## config.mk

```make
export PLATFORM = sky130hd
export DESIGN_NAME = output_layer_mac
export DESIGN_NICKNAME = d
export VERILOG_FILES = /design/src/rtl/output_layer_mac.sv
export SDC_FILE = /design/constraint.sdc
export NUM_CORES = 1
export LEC_CHECK = 0
export ABC_AREA = 1
export BUFFER_PORTS_ARGS = -buffer_cell sky130_fd_sc_hd__buf_2
export CAP_MARGIN = 20
export CELL_PAD_IN_SITES_DETAIL_PLACEMENT = 1
export CELL_PAD_IN_SITES_GLOBAL_PLACEMENT = 2
export CORE_MARGIN = 3
export CORE_UTILIZATION = 42
export DETAILED_ROUTE_END_ITERATION = 10
export MAX_ROUTING_LAYER = met4
export PLACE_DENSITY = 0.78
export SYNTH_ARGS = -nofsm -noshare
export SYNTH_HDL_FRONTEND = slang
export SYNTH_SLANG_ARGS = --single-unit
```

## constraint.sdc

```tcl
create_clock -name clk -period 13.7 [get_ports clk]
set_input_delay 2.74 -clock clk [delete_from_list [all_inputs] [get_ports clk]]
set_output_delay 2.74 -clock clk [all_outputs]
set_load 0.005 [all_outputs]
```

## src/rtl/output_layer_mac.sv

```systemverilog
// output_layer_mac: fully-connected output layer of a small Q8.8 network.
// Buffers N_IN hidden activations, then for each of N_OUT neurons streams
// the weight row from an external synchronous ROM, accumulates the products,
// adds the bias and emits one saturated Q8.8 logit per neuron.
module output_layer_mac #(
    parameter int N_IN  = 32,
    parameter int N_OUT = 10,
    parameter int FRAC  = 8
) (
    input  logic                               clk,
    input  logic                               reset,
    input  logic                               start,
    input  logic signed [15:0]                 in_data,
    input  logic                               in_valid,
    output logic                               in_ready,
    output logic [$clog2(N_IN*N_OUT)-1:0]      w_addr,
    input  logic signed [15:0]                 w_data,
    output logic [$clog2(N_OUT)-1:0]           b_addr,
    input  logic signed [15:0]                 b_data,
    output logic                               out_start,
    output logic [15:0]                        out_data,
    output logic                               out_valid,
    output logic                               done
);

    localparam int W_AW  = $clog2(N_IN * N_OUT);
    localparam int B_AW  = $clog2(N_OUT);
    localparam int I_W   = (N_IN > 1) ? $clog2(N_IN) : 1;
    localparam int J_W   = (N_OUT > 1) ? $clog2(N_OUT) : 1;
    localparam int ACC_W = 40;

    localparam logic [I_W-1:0] I_LAST = I_W'(N_IN - 1);
    localparam logic [J_W-1:0] J_LAST = J_W'(N_OUT - 1);

    localparam logic signed [ACC_W-1:0] SAT_MAX = ACC_W'(32767);
    localparam logic signed [ACC_W-1:0] SAT_MIN = -ACC_W'(32768);

    typedef enum logic [2:0] {
        IDLE,
        LOAD,
        MAC,
        DRAIN,
        EMIT,
        FINISH
    } state_t;

    state_t state, state_nx;

    logic [I_W-1:0]          idx;       // activation index (LOAD write / MAC address)
    logic [I_W-1:0]          idx_d;     // index whose weight arrives on w_data this cycle
    logic [J_W-1:0]          neuron;    // current output neuron
    logic signed [15:0]      buffer [N_IN];
    logic signed [ACC_W-1:0] acc;

    logic signed [31:0]      product;
    logic signed [ACC_W-1:0] acc_sum;
    logic signed [ACC_W-1:0] bias_ext;
    logic signed [ACC_W-1:0] final_sum;
    logic signed [ACC_W-1:0] shifted;
    logic [15:0]             logit;

    // ROM addresses are pure functions of the loop counters, so they read
    // zero whenever reset has cleared the counters.
    assign w_addr = W_AW'(int'(neuron) * N_IN + int'(idx));
    assign b_addr = B_AW'(neuron);

    // Product of the weight that was addressed last cycle with its activation;
    // it is meaningful in every MAC cycle except the first of a neuron, and in DRAIN.
    assign product   = w_data * buffer[idx_d];
    assign acc_sum   = acc + ACC_W'(product);
    assign bias_ext  = ACC_W'(b_data) <<< FRAC;
    assign final_sum = acc_sum + bias_ext;
    assign shifted   = final_sum >>> FRAC;

    // Clamp the Q8.8 result to the 16-bit signed range.
    always_comb begin
        if (shifted > SAT_MAX) begin
            logit = 16'h7FFF;
        end else if (shifted < SAT_MIN) begin
            logit = 16'h8000;
        end else begin
            logit = shifted[15:0];
        end
    end

    // State register.
    // NOTE: clocked state uses non-blocking assignments so every register
    // samples pre-edge values regardless of process evaluation order.
    always_ff @(posedge clk) begin
        if (reset) begin
            state <= IDLE;
        end else begin
            state <= state_nx;
        end
    end

    // Next-state logic and state-decoded handshake/strobe outputs.
    // NOTE: every output of this block is given a default first, so no path
    // leaves a signal unassigned and no latch is inferred.
    always_comb begin
        state_nx  = state;
        in_ready  = 1'b0;
        out_start = 1'b0;
        out_valid = 1'b0;
        done      = 1'b0;
        case (state)
            IDLE: begin
                if (start) begin
                    state_nx = LOAD;
                end
            end
            LOAD: begin
                in_ready = 1'b1;
                if (in_valid && idx == I_LAST) begin
                    state_nx = MAC;
                end
            end
            MAC: begin
                // Neuron 0 with index 0 occurs only in the first MAC cycle of an inference.
                out_start = (idx == '0) && (neuron == '0);
                if (idx == I_LAST) begin
                    state_nx = DRAIN;
                end
            end
            DRAIN: begin
                state_nx = EMIT;
            end
            EMIT: begin
                out_valid = 1'b1;
                state_nx  = (neuron == J_LAST) ? FINISH : MAC;
            end
            FINISH: begin
                done     = 1'b1;
                state_nx = IDLE;
            end
            default: begin
                state_nx = IDLE;
            end
        endcase
    end

    // Counters, accumulator and the held output logit.
    always_ff @(posedge clk) begin
        if (reset) begin
            idx      <= '0;
            idx_d    <= '0;
            neuron   <= '0;
            acc      <= '0;
            out_data <= '0;
        end else begin
            idx_d <= idx;
            case (state)
                IDLE: begin
                    idx    <= '0;
                    neuron <= '0;
                end
                LOAD: begin
                    if (in_valid) begin
                        idx <= (idx == I_LAST) ? '0 : idx + I_W'(1);
                    end
                end
                MAC: begin
                    idx <= (idx == I_LAST) ? '0 : idx + I_W'(1);
                    // First cycle of a neuron has no product in flight yet.
                    acc <= (idx == '0) ? '0 : acc_sum;
                end
                DRAIN: begin
                    // Last product lands here; the bias word has been stable
                    // since the neuron began, so the logit is formed now and
                    // is already registered during EMIT.
                    acc      <= acc_sum;
                    out_data <= logit;
                end
                EMIT: begin
                    if (neuron != J_LAST) begin
                        neuron <= neuron + J_W'(1);
                    end
                end
                FINISH: begin
                    neuron <= '0;
                end
                default: begin
                    idx <= '0;
                end
            endcase
        end
    end

    // Activation buffer.
    // NOTE: the buffer is deliberately left out of reset; every entry is
    // rewritten in LOAD before MAC reads it, so a reset would only cost area.
    always_ff @(posedge clk) begin
        if (state == LOAD && in_valid) begin
            buffer[idx] <= in_data;
        end
    end

endmodule

```

==> results.md <==
* Status: finished, final reports clean
* Vias in the first global route at about 29000
* Async S/R FF share, synth at 0%
* Critical path class: flip-flop to flip-flop
* RSZ-0062 raised after global routing: false
* Critical Path End Type: flip-flop
* Commonest non-fill, non-tap cell in the layout: nand2_1
* Layout cells sized above 1 at under 10%
* TNS Setup at 0 ns
* CTS root buffer: clkbuf_16
* Worst path arrival time at about 12 ns
* Unique cell type count in the Yosys netlist at 42
* Pins Over Slew Limit at 0
* Register-to-Register Path Depth at between 40 and 50
* Tcrit/Tclk final at 84.9%
* Gate Count Post-Synth at 3709
* Most used cell, CP: nand2_1
* Layout Utilization at around 47%
* Gr ovfl total at 0
* CTS max path bufs at 3
* Area grow syn2layout at 10.8%
* CP max stage cell: fa_1
* Die Ht at between 300 and 400 um
* Vias at approximately 27000
* Startpoint type of the worst setup path: flip-flop
* Initial DRC Count at about 1900
* Worst-Margin Slew at around 1.1 ns
* Slew headroom at between 20 and 30%
* Most frequent cells in the layout: 522 x nand2_1, 519 x inv_1, 519 x nor2_1, 512 x edfxtp_1, 331 x fa_1
* H-Tree Depth at 3
* Final Hold Vio Count at 0
* EDFF count, synth at about 510
* CP max FO at 121
* Layout Nets at between 4000 and 5000
* Max Cap Viol at 0
* Total CTS buffers at approximately 70
* Drt via density at about 5.4
* Setup bufs post-CTS at 0
* Multi-input gate area at approximately 18000 um2
* CTS Sinks at between 500 and 600
* Post-CTS sizing at 0
* Reg2Reg Setup Slack at 2.07 ns
* Fin crit period at approximately 12 ns
* WL final at 114000 um
* Hold WC Path Type: flip-flop to flip-flop
* # setup viols final at 0
* Synth Register Bits at 585
* Placer Congestion at 0.875
* Antenna-violating nets left at 0
* 1st-pass router iterations at 5
* Crit path largest cell delay at ~0.85 ns
* Wire length per cell at between 20 and 25 um
* DRC at 0
* CP required at ~14 ns
* Yosys warning total at 0
* Synthesized Nets at ~4200
* Largest net degree at the start of global routing at about 190
* Worst r2r dst: out_data[2]$_SDFFE_PP0P_
* Top cell type's share of synthesized area at about two fifths
* Hold Path Stages at 2
* Cell Rows at roughly 110
* IO Pins at between 80 and 90
* HP Start: out_data[15]$_SDFFE_PP0P_
* Die area at roughly 92000 um2
* Placed Area at roughly 39000 um2
* Worst skew pair latency at a little over 0.6 ns
* First-pass GRT wire length at about 180000 um
* Post-CTS Hold Buffers at 0
* Die W at slightly above 300 um
* Synth area leaders: edfxtp_1 41%, fa_1 18%, nor2_1 5.5%
* Clock Skew at approximately 0.042 ns
* Top FF cell, synth: edfxtp_1
* GRT Total Usage at about a quarter
* FF/Latch Area at ~17000 um2
* Clock transition at the registers of the reported paths at approximately 0.060 ns
* F_max at about 86 MHz
* Hold Crit Endpoint: out_data[15]$_SDFFE_PP0P_
* Initial antenna violation count at 3
* Buffers on Ports at 84
* Mapped cell area at 37300 um2
* Syn Area/Cell at around 10 um2
* CTS tree: built
* Post-DP HPWL at approximately 80000 um
* Register area share after synthesis at between 40% and 50%
* Leading area contributor after synthesis: edfxtp_1
* Core area at about 87000 um2
* Initial Util at a little over two fifths
* Final instance area at a little over 40000 um2
* Fill cell count at ~9600
cells in the mapped netlist, types with 4 or more instances:
| cell type | instances |
|---|---|
| a211oi_1 | 4 |
| a21o_1 | 5 |
| a21oi_1 | 112 |
| a21oi_2 | 11 |
| a31oi_1 | 9 |
| and2_1 | 7 |
| buf_1 | 11 |
| buf_2 | 34 |
| buf_4 | 7 |
| clkbuf_1 | 100 |
| clkinv_1 | 12 |
| dfxtp_1 | 73 |
| edfxtp_1 | 512 |
| fa_1 | 331 |
| ha_1 | 156 |
| inv_1 | 520 |
| inv_2 | 5 |
| nand2_1 | 522 |
| nand2_2 | 5 |
| nand3_1 | 158 |
| nand3_2 | 11 |
| nand3b_1 | 6 |
| nand4_1 | 15 |
| nor2_1 | 549 |
| nor3_1 | 17 |
| o211ai_1 | 15 |
| o21ai_0 | 305 |
| o21ai_1 | 5 |
| o21bai_1 | 6 |
| o221ai_1 | 87 |
| o22ai_1 | 34 |
| or2_2 | 8 |
| xnor2_1 | 12 |
| xor2_1 | 33 |
worst max-delay path: cells and delay by family (launching register included):
kind | cells | cell delay, ns
adder cells (fa/ha/maj) | 8 | 4.38
flip-flops | 1 | 0.48
AND/OR/NAND/NOR | 19 | 2.40
XOR/XNOR | 1 | 0.27
buffers and inverters | 10 | 2.36
AO/OA/AOI/OAI | 7 | 1.41
metrics by stage:
step	setup slack, ns	hold slack, ns	cells
floorplan	3.36	0.445	3709
global placement	2.18	0.456	4847
detailed placement	1.98	0.464	4847
CTS	2.16	0.475	4969
global route	1.09	0.494	4973
finish	2.07	0.468	4973
kinds of logic (layout without fill, tap and decap cells):
family | after synthesis | count (layout) | synth area share, %
adder cells (fa/ha/maj) | 487 | 487 | 23.0
AO/OA/AOI/OAI | 600 | 600 | 9.46
other | 0 | 3 | 0
buffers and inverters | 691 | 797 | 7.18
flip-flops | 585 | 585 | 45.1
AND/OR/NAND/NOR | 1301 | 1301 | 14.2
XOR/XNOR | 45 | 45 | 1.06
per-layer routing:
layer | up-vias | share of wire, % | GRT usage (%)
li1 | 12388 | - | -
met1 | 13578 | 50 | 38.5
met2 | 561 | 44 | 38.1
met3 | 117 | 4.4 | 3.03
met4 | 0 | 1.6 | 4.58
met5 | - | 0 | -
how the worst max path moves through the flow:
stage	start	to	slack (ns)	depth (start not counted)
floorplan	w_data[15]	out_data[10]$_SDFFE_PP0P_	3.36	41
global placement	w_data[15]	out_data[13]$_SDFFE_PP0P_	2.18	39
detailed placement	w_data[15]	out_data[13]$_SDFFE_PP0P_	1.98	40
CTS	flip-flop	out_data[2]$_SDFFE_PP0P_	2.16	45
global route	flip-flop	out_data[14]$_SDFFE_PP0P_	1.09	45
finish	flip-flop	out_data[2]$_SDFFE_PP0P_	2.07	45
state kept, by name, summed over array words and instances, names as in the netlist, named ones only:
signal    flops
acc          40
b_addr        4
buffer      512
idx           5
out_data     16
state         3
cell type report:
class,count,share of cell area (%)
Antenna cell,3,0.0182
Clock buffer,87,4.36
Clock inverter,35,1.09
Inverter,537,4.89
Multi-Input combinational cell,2433,43.2
Sequential cell,585,40.8
Tap cell,1155,3.50
Timing Repair Buffer,138,2.17
Power is not shown: default switching activity piles up to over one toggle a cycle in this logic, so the estimate is an artifact.
